--- config.mk ---
export PLATFORM = sky130hd
export DESIGN_NAME = puf_ro_compare
export DESIGN_NICKNAME = d
export VERILOG_FILES = /design/src/rtl/puf_pkg.sv /design/src/rtl/ro_edge_counter.sv /design/src/rtl/puf_ro_compare.sv
export SDC_FILE = /design/constraint.sdc
export NUM_CORES = 1
export LEC_CHECK = 0
export ABC_AREA = 1
export ABC_CLOCK_PERIOD_IN_PS = 1800
export BUFFER_PORTS_ARGS = -buffer_cell sky130_fd_sc_hd__buf_2
export CAP_MARGIN = 30
export CELL_PAD_IN_SITES_DETAIL_PLACEMENT = 1
export CELL_PAD_IN_SITES_GLOBAL_PLACEMENT = 1
export CORE_UTILIZATION = 40
export DETAILED_ROUTE_END_ITERATION = 10
export HOLD_SLACK_MARGIN = 0.08
export PLACE_DENSITY_LB_ADDON = 0.1
export RECOVER_POWER = 50
export SLEW_MARGIN = 20
export SYNTH_ARGS = -nofsm -noshare
export SYNTH_HDL_FRONTEND = slang
export SYNTH_SLANG_ARGS = --single-unit
--- constraint.sdc ---
create_clock -name clk -period 1.8 [get_ports clk]
set_clock_uncertainty 0.1 [all_clocks]
set_input_delay 0.18 -clock clk [delete_from_list [all_inputs] [get_ports clk]]
set_output_delay 0.18 -clock clk [all_outputs]
set_load 0.005 [all_outputs]
--- src/rtl/puf_pkg.sv ---
// puf_pkg: shared state encoding and default widths for the RO-compare PUF sequencer
package puf_pkg;
  typedef enum logic [2:0] {
    IDLE,
    ARM,
    WAIT_HI,
    COUNT,
    DECIDE,
    DONE
  } puf_cmp_state_e;
  localparam int CNT_W_DEF  = 16;
  localparam int RESP_W_DEF = 32;
endpackage

--- src/rtl/ro_edge_counter.sv ---
// ro_edge_counter: synchronises an async RO, detects rising edges, counts them saturating while gate is high
module ro_edge_counter #(
  parameter int CNT_W       = 16,
  parameter int SYNC_STAGES = 2
) (
  input  logic             clk,
  input  logic             rst,
  input  logic             clr,
  input  logic             gate,
  input  logic             ro_in,
  output logic [CNT_W-1:0] cnt
);
  logic [SYNC_STAGES-1:0] sync_q, sync_d;
  logic                   prev_q, prev_d;
  logic [CNT_W-1:0]       cnt_q, cnt_d;
  logic                   rise;
  always_comb begin
    sync_d = {sync_q[SYNC_STAGES-2:0], ro_in};
    prev_d = sync_q[SYNC_STAGES-1];
    rise   = sync_q[SYNC_STAGES-1] & ~prev_q;
    cnt_d  = clr ? '0 : (gate & rise & ~&cnt_q) ? cnt_q + 1'b1 : cnt_q;
  end
  always_ff @(posedge clk or negedge rst) begin
    if (!rst) begin
      sync_q <= '0;
      prev_q <= 1'b0;
      cnt_q  <= '0;
    end else begin
      sync_q <= sync_d;
      prev_q <= prev_d;
      cnt_q  <= cnt_d;
    end
  end
  assign cnt = cnt_q;
endmodule

--- src/rtl/puf_ro_compare.sv ---
// puf_ro_compare: sequences the window timer, compares two RO edge counts per window and
// assembles a RESP_W-bit response presented on a valid/ready handshake
module puf_ro_compare
  import puf_pkg::*;
#(
  parameter int CNT_W       = CNT_W_DEF,
  parameter int RESP_W      = RESP_W_DEF,
  parameter int SEL_W       = 5,
  parameter int SYNC_STAGES = 2,
  parameter int WAIT_MAX    = 64
) (
  input  logic              clk,
  input  logic              rst,
  input  logic              start,
  output logic              timer_en,
  input  logic              window,
  output logic [SEL_W-1:0]  ro_sel,
  input  logic              ro_a,
  input  logic              ro_b,
  output logic              busy,
  output logic [RESP_W-1:0] resp,
  output logic [SEL_W:0]    tie_cnt,
  output logic              err,
  output logic              resp_valid,
  input  logic              resp_ready
);
  localparam int WW = $clog2(WAIT_MAX + 1);
  puf_cmp_state_e    state_q, state_d;
  logic [RESP_W-1:0] resp_q, resp_d;
  logic [SEL_W:0]    tie_q, tie_d;
  logic              err_q, err_d;
  logic [SEL_W-1:0]  idx_q, idx_d;
  logic [WW-1:0]     wait_q, wait_d;
  logic [CNT_W-1:0]  cnt_a, cnt_b;
  logic              gate, clr;
  // the WAIT_HI cycle that sees window rise is already inside the window, so it counts too
  assign gate = window & (state_q == WAIT_HI || state_q == COUNT);
  assign clr  = state_q == ARM;
  ro_edge_counter #(.CNT_W(CNT_W), .SYNC_STAGES(SYNC_STAGES)) u_cnt_a (
    .clk(clk), .rst(rst), .clr(clr), .gate(gate), .ro_in(ro_a), .cnt(cnt_a)
  );
  ro_edge_counter #(.CNT_W(CNT_W), .SYNC_STAGES(SYNC_STAGES)) u_cnt_b (
    .clk(clk), .rst(rst), .clr(clr), .gate(gate), .ro_in(ro_b), .cnt(cnt_b)
  );
  always_comb begin
    state_d = state_q;
    resp_d  = resp_q;
    tie_d   = tie_q;
    err_d   = err_q;
    idx_d   = idx_q;
    wait_d  = wait_q;
    case (state_q)
      IDLE: if (start) begin
        state_d = ARM;
        resp_d  = '0;
        tie_d   = '0;
        err_d   = 1'b0;
        idx_d   = '0;
      end
      ARM: begin
        wait_d  = '0;
        state_d = WAIT_HI;
      end
      WAIT_HI: begin
        if (window) state_d = COUNT;
        else if (wait_q == WW'(WAIT_MAX - 1)) begin
          err_d   = 1'b1;
          state_d = DONE;
        end else wait_d = wait_q + 1'b1;
      end
      COUNT: if (!window) state_d = DECIDE;
      DECIDE: begin
        resp_d[idx_q] = cnt_a > cnt_b;
        if (cnt_a == cnt_b) tie_d = tie_q + 1'b1;
        if (idx_q == SEL_W'(RESP_W - 1)) state_d = DONE;
        else begin
          idx_d   = idx_q + 1'b1;
          state_d = ARM;
        end
      end
      DONE: if (resp_ready) state_d = IDLE;
      default: state_d = IDLE;
    endcase
  end
  always_ff @(posedge clk or negedge rst) begin
    if (!rst) begin
      state_q <= IDLE;
      resp_q  <= '0;
      tie_q   <= '0;
      err_q   <= 1'b0;
      idx_q   <= '0;
      wait_q  <= '0;
    end else begin
      state_q <= state_d;
      resp_q  <= resp_d;
      tie_q   <= tie_d;
      err_q   <= err_d;
      idx_q   <= idx_d;
      wait_q  <= wait_d;
    end
  end
  assign timer_en   = state_q == ARM || state_q == WAIT_HI || state_q == COUNT;
  assign busy       = state_q != IDLE;
  assign resp_valid = state_q == DONE;
  assign ro_sel     = idx_q;
  assign resp       = resp_q;
  assign tie_cnt    = tie_q;
  assign err        = err_q;
endmodule

* Yosys cells after proc, flatten, opt, wreduce, memory -nomap -nowiden
Cells that the tools add are included.
** Word-level totals
- Logic and storage cells :: 96
- Bits of input ports :: 7
- Register bits :: 92
** Operators by class
- Equal/unequal tests :: 17
- Add/sub/neg operators :: 5
- Bitwise gates (word level) :: 9
- Magnitude comparators :: 3
- Reductions and logical operators :: 21
- Muxes and demuxes :: 29
** Operators by type and width (count)
- $mux 16 :: 4
- $pmux 32 s2 :: 1
- $add 16x1->16 const B :: 2
- $bwmux 32 :: 1
- $mux 32 :: 1
- $reduce_and 16->1 :: 2
- $mux 3 :: 6
- $pmux 3 s6 :: 1
- $eq 16x16->1 :: 1
- $gt 16x16->1 :: 1
- $mux 7 :: 2
- $pmux 7 s2 :: 1
- $mux 6 :: 2
- $ne 2x2->1 const B :: 6
- $pmux 6 s2 :: 1
- $mux 5 :: 2
- $pmux 5 s2 :: 1
- $reduce_bool 2->1 :: 5
- $reduce_and 3->1 :: 3
- $reduce_and 4->1 :: 2
- $add 7x1->7 const B :: 1
- $and 1x1->1 :: 7
- $eq 7x6->1 const B :: 1
- $add 6x1->6 const B :: 1
- other kinds (19) :: 29

* Depth between registers and ports, before layout
- Depth in word-level cells :: 7
- Depth in mapped cells :: 14

* Modules after synthesis
A second synthesis with hierarchy kept.
** Second synthesis, totals
- Cell total of the unflattened synthesis :: 702
- Area, all modules :: 5313.8 um^2
** Modules (own cells, without submodules)
- puf_ro_compare :: cells an instance 380, times used 1, sequential area each 1351.3 um^2, area each 3074.2 um^2
- ro_edge_counter :: cells an instance 161, times used 2, sequential area each 475.5 um^2, area each 1119.8 um^2

* Worst setup path before layout
OpenSTA, ideal clock, no wires.
- Path kind :: register to register
- Start point :: register u_cnt_b.cnt_q[6], in the netlist u_cnt_b.cnt[6]
- End point :: register tie_q[3], in the netlist tie_cnt[3]
- Stages on the path, launching flop included :: 12
- Arrival :: 1.573 ns
- Setup slack :: 0.010 ns
- Path buffers :: 0
- Setup time :: 0.117 ns
- Data required time :: 1.583 ns
- Cell sequence :: dfrtp_1 > inv_1 > ha_1 > nand2_1 > nor2_1 > nand2_1 > nor2_1 > nand2_1 > a21oi_1 > nand2_1 > nand2_1 > nor2_1
** On the way
- Word-level cells in the longest chain between the ends :: 3
** Ends and longest elaborated chain
- from (decl) :: RTL line ro_edge_counter.sv:15 : logic [CNT_W-1:0] cnt_q, cnt_d;
- from (signal assigned) :: RTL line ro_edge_counter.sv:31 : cnt_q <= cnt_d;
- $eq 16x16->1 :: RTL line puf_ro_compare.sv:74 : if (cnt_a == cnt_b) tie_d = tie_q + 1'b1;
- $ne 2x2->1 (no line)
- $reduce_and 3->1 (no line)
- to (signal assigned) :: RTL line puf_ro_compare.sv:96 : tie_q <= tie_d;
- to (decl) :: RTL line puf_ro_compare.sv:30 : logic [SEL_W:0] tie_q, tie_d;
No other way between the ends.
A chain may end at the register's enable or synchronous reset.

* Final worst setup path
- Start point :: register u_cnt_b.cnt_q[0], in the netlist u_cnt_b.cnt[0]
- End point :: register resp_q[0], in the netlist resp[0]
** On the way
- Word-level cells in the longest chain between the ends :: 3
** Ends and longest elaborated chain
- $gt 16x16->1 :: RTL line puf_ro_compare.sv:73 : resp_d[idx_q] = cnt_a > cnt_b;
- $bwmux 32 :: RTL line puf_ro_compare.sv:73
- $pmux 32 s2 :: RTL line puf_ro_compare.sv:52 : case (state_q)
- to (signal assigned) :: RTL line puf_ro_compare.sv:95 : resp_q <= resp_d;
- to (decl) :: RTL line puf_ro_compare.sv:29 : logic [RESP_W-1:0] resp_q, resp_d;
No other way between the ends.

==> out/metrics.cfg <==
[place]
io_buffers = 53
place_ws_ps = -206
gp_congestion = 0.832
dp_cells = 1038
place_area_um2 = 6600
dp_hpwl_um = 12500

[synthesis]
yosysUniqueCellTypes = 36
synth_nets = 770
synth_top_flop_cell = dfrtp_1
synth-seq-area-share = 0.417
ys_ff_latch = 92
async_reset_ff_frac = 1.00
syn_inst = 738
ys_top_cells_by_area = dfrtp_1 (42%), nand2_1 (14%), inv_1 (7.4%)
synth_edf_count = 0
yosys_warnings = 0
synth_top_area_share = 0.417
synth_area_um2 = 5530
syn_area_per_cell_um2 = 7.49
synth_top_area_cell = dfrtp_1

[route]
ant_nets = 0
first_iter_violations = 259
drt-vias-per-instance = 5.27
routed_wl_um = 19300
drt-wirelength-per-cell_um = 17.8
vias = 5724
drc = 0
dr.pass1.iters = 4

[worst_setup_path]
crit_required_ps = 1930
start_kind = register
end_kind = register
cp.arrival_ps = 2010
crit_type = reg2reg
cp_max_fo = 8

[die]
core_area_um2 = 13300
fp.dieArea_um2 = 14300
io-pin-count = 54
std_cell_rows = 42
die_h_um = 120
die_x_um = 120
initial_utilization = 0.414

[layout]
fin_area_um2 = 7920
final_layout_size_suffix_gt1_frac = 0.368
diodes = 0
n_fill_cell = 1656
instances_no_fill = 1086
nets = 939
syn_to_final_growth_pct = 43.4

[sta]
period_share = 1.04
hold_viol_final = 0
finalMaxSlewViolations = 0
max_slew_margin = 0.408
tightest_slew_ps = 888
min_period_ps = 1880
setup_viol = 46
fin_ws_ps = -75.2
rsz0062_at_grt = yes
fmax_ghz = 0.533

[cts]
numCtsBuffers = 9
clk_latency_ps = 360
cts_root_buffer = clkbuf_16
cts.path.max_buffers = 2
htreeDepth = 3
cts_num_sinks = 92
cts_tree = yes
clkSlewWorstSetupHoldPaths_ps = 70

[global_route]
grt_pass1_wl_um = 30500
grt_max_degree = 93
grt.met3_usage = 0.0528
use_met2 = 0.477
top_usage_layer = met2
grt_remaining_overflow = 0
grt_util_met1 = 0.337
grt_use_total = 0.273
antenna_found_initial = 0
grt_pass1_vias = 6099

[worst_hold_path]
holdCritPathClass = in2reg

[power_and_ir_drop]
vdd_ir_drop_max_uv = 1300
cellPowerDensity_nw_per_um2 = 1370
power.total_uw = 10900
p_leak_uw = 0.00411

[job]
maxCapViolations = 0

[run_status]
violations = negative setup slack
status = finished with violations

[metal layers]
metal	routed length, µm	vias up
met4	354	0
met5	0	-
li1	-	2697
met3	591	28
met2	9950	104
met1	8410	2895
[stage by stage]
step	hold slack, ps	TNS [ps]	util
after floorplan	-216	0	-
after global placement	177	-3860	0.495
after detailed placement	178	-6800	0.495
after CTS	119	-79.4	0.563
after global routing	174	-5930	0.594
final	130	-1950	0.594
[power breakdown]
| part | leakage, µW | switching (µW) | internal (µW) | total [µW] |
|---|---|---|---|---|
| clock network | 0.000145 | 823 | 1140 | 1960 |
| registers | 0.00125 | 273 | 2320 | 2600 |
| logic | 0.00271 | 3660 | 2650 | 6310 |
| total | 0.00411 | 4760 | 6110 | 10900 |
[cell type report]
type / count / area (µm²) / area share
multi-input cells: 519 / 3370 / 0.425
flip-flops and latches: 92 / 2300 / 0.291
repair buffers: 168 / 1270 / 0.160
inverters: 116 / 460 / 0.0581
clock buffers: 12 / 256 / 0.0324
well taps: 176 / 220 / 0.0278
clock inverters: 2 / 35.0 / 0.00442
repair inverters: 1 / 11.3 / 0.00142
[cells by family after synthesis]
| kind of cell | after synthesis | synth area share |
|---|---|---|
| DFF | 92 | 0.417 |
| and+or+nand+nor | 383 | 0.324 |
| AOI/OAI and AO/OA | 100 | 0.0940 |
| adders and majority gates | 25 | 0.0566 |
| buffers and inverters | 128 | 0.0931 |
| xor gates and xnor gates | 10 | 0.0159 |
[timing repair]
action	4_1_cts	5_1_grt
pin swaps	22	28
hold buffers	4	0
buffers inserted	15	10
gates resized for setup	89	82
gates cloned	3	2
hold endpoints to repair	95	0
setup endpoints to repair	61	81
[critical path: stages, from the launching register on]
cell,delay (ps)
dfrtp_1,410
buf_6,140
ha_4,250
nand2_1,40
nor2_1,120
nand2_2,80
nor2_4,160
inv_2,80
nand2_8,130
buf_12,160
a21oi_2,60
[placed cells by master (no fill, tap or decap), types with 23 or more instances in the layout]
cell and n:
nand3_1 36, nand4_1 28, dfrtp_1 91, buf_2 52
buf_4 99, a21oi_2 26, nand2_1 189, o21ai_1 23
inv_1 92, nor2_1 45
[synth_stat cells (2+ instances only)]
cell      count
nand3b_1      2
xor2_1       10
ha_1         25
nor2_4        5
buf_2         9
inv_2         5
buf_4         2
o21ai_0      23
nor3_4        4
o21ai_1      19
nor2_2       10
nor2_8        3
inv_1       109
nor2_1       52
nand2_1     213
nand2_2       6
nand4_1      28
dfrtp_1      92
nor3_1       16
a21oi_1      51
nand3_1      39
[registers in the layout, summed over array words and instances, names as in the netlist]
register and flops:
u_cnt_b.cnt 16, u_cnt_b.prev_q 1, state_q 3, u_cnt_a.prev_q 1
ro_sel 5, resp 32, wait_q 7, tie_cnt 6
err 1, u_cnt_b.sync_q 2, u_cnt_a.sync_q 2, u_cnt_a.cnt 16
[final timing paths]
check | from | endpoint | slack, ps | depth (start not counted)
min in group asynchronous | rst | wait_q[4] | 480 | 3
max reg2reg | u_cnt_b.cnt[0] | resp[0] | -80 | 10
max | u_cnt_b.cnt[0] | resp[0] | -80 | 10
min | window | err | 130 | 4
max in group asynchronous | rst | u_cnt_a.cnt[1] | 450 | 3
min reg2reg | u_cnt_a.sync_q[0] | u_cnt_a.sync_q[1] | 260 | 0
Power figures use the tool's default switching activity.
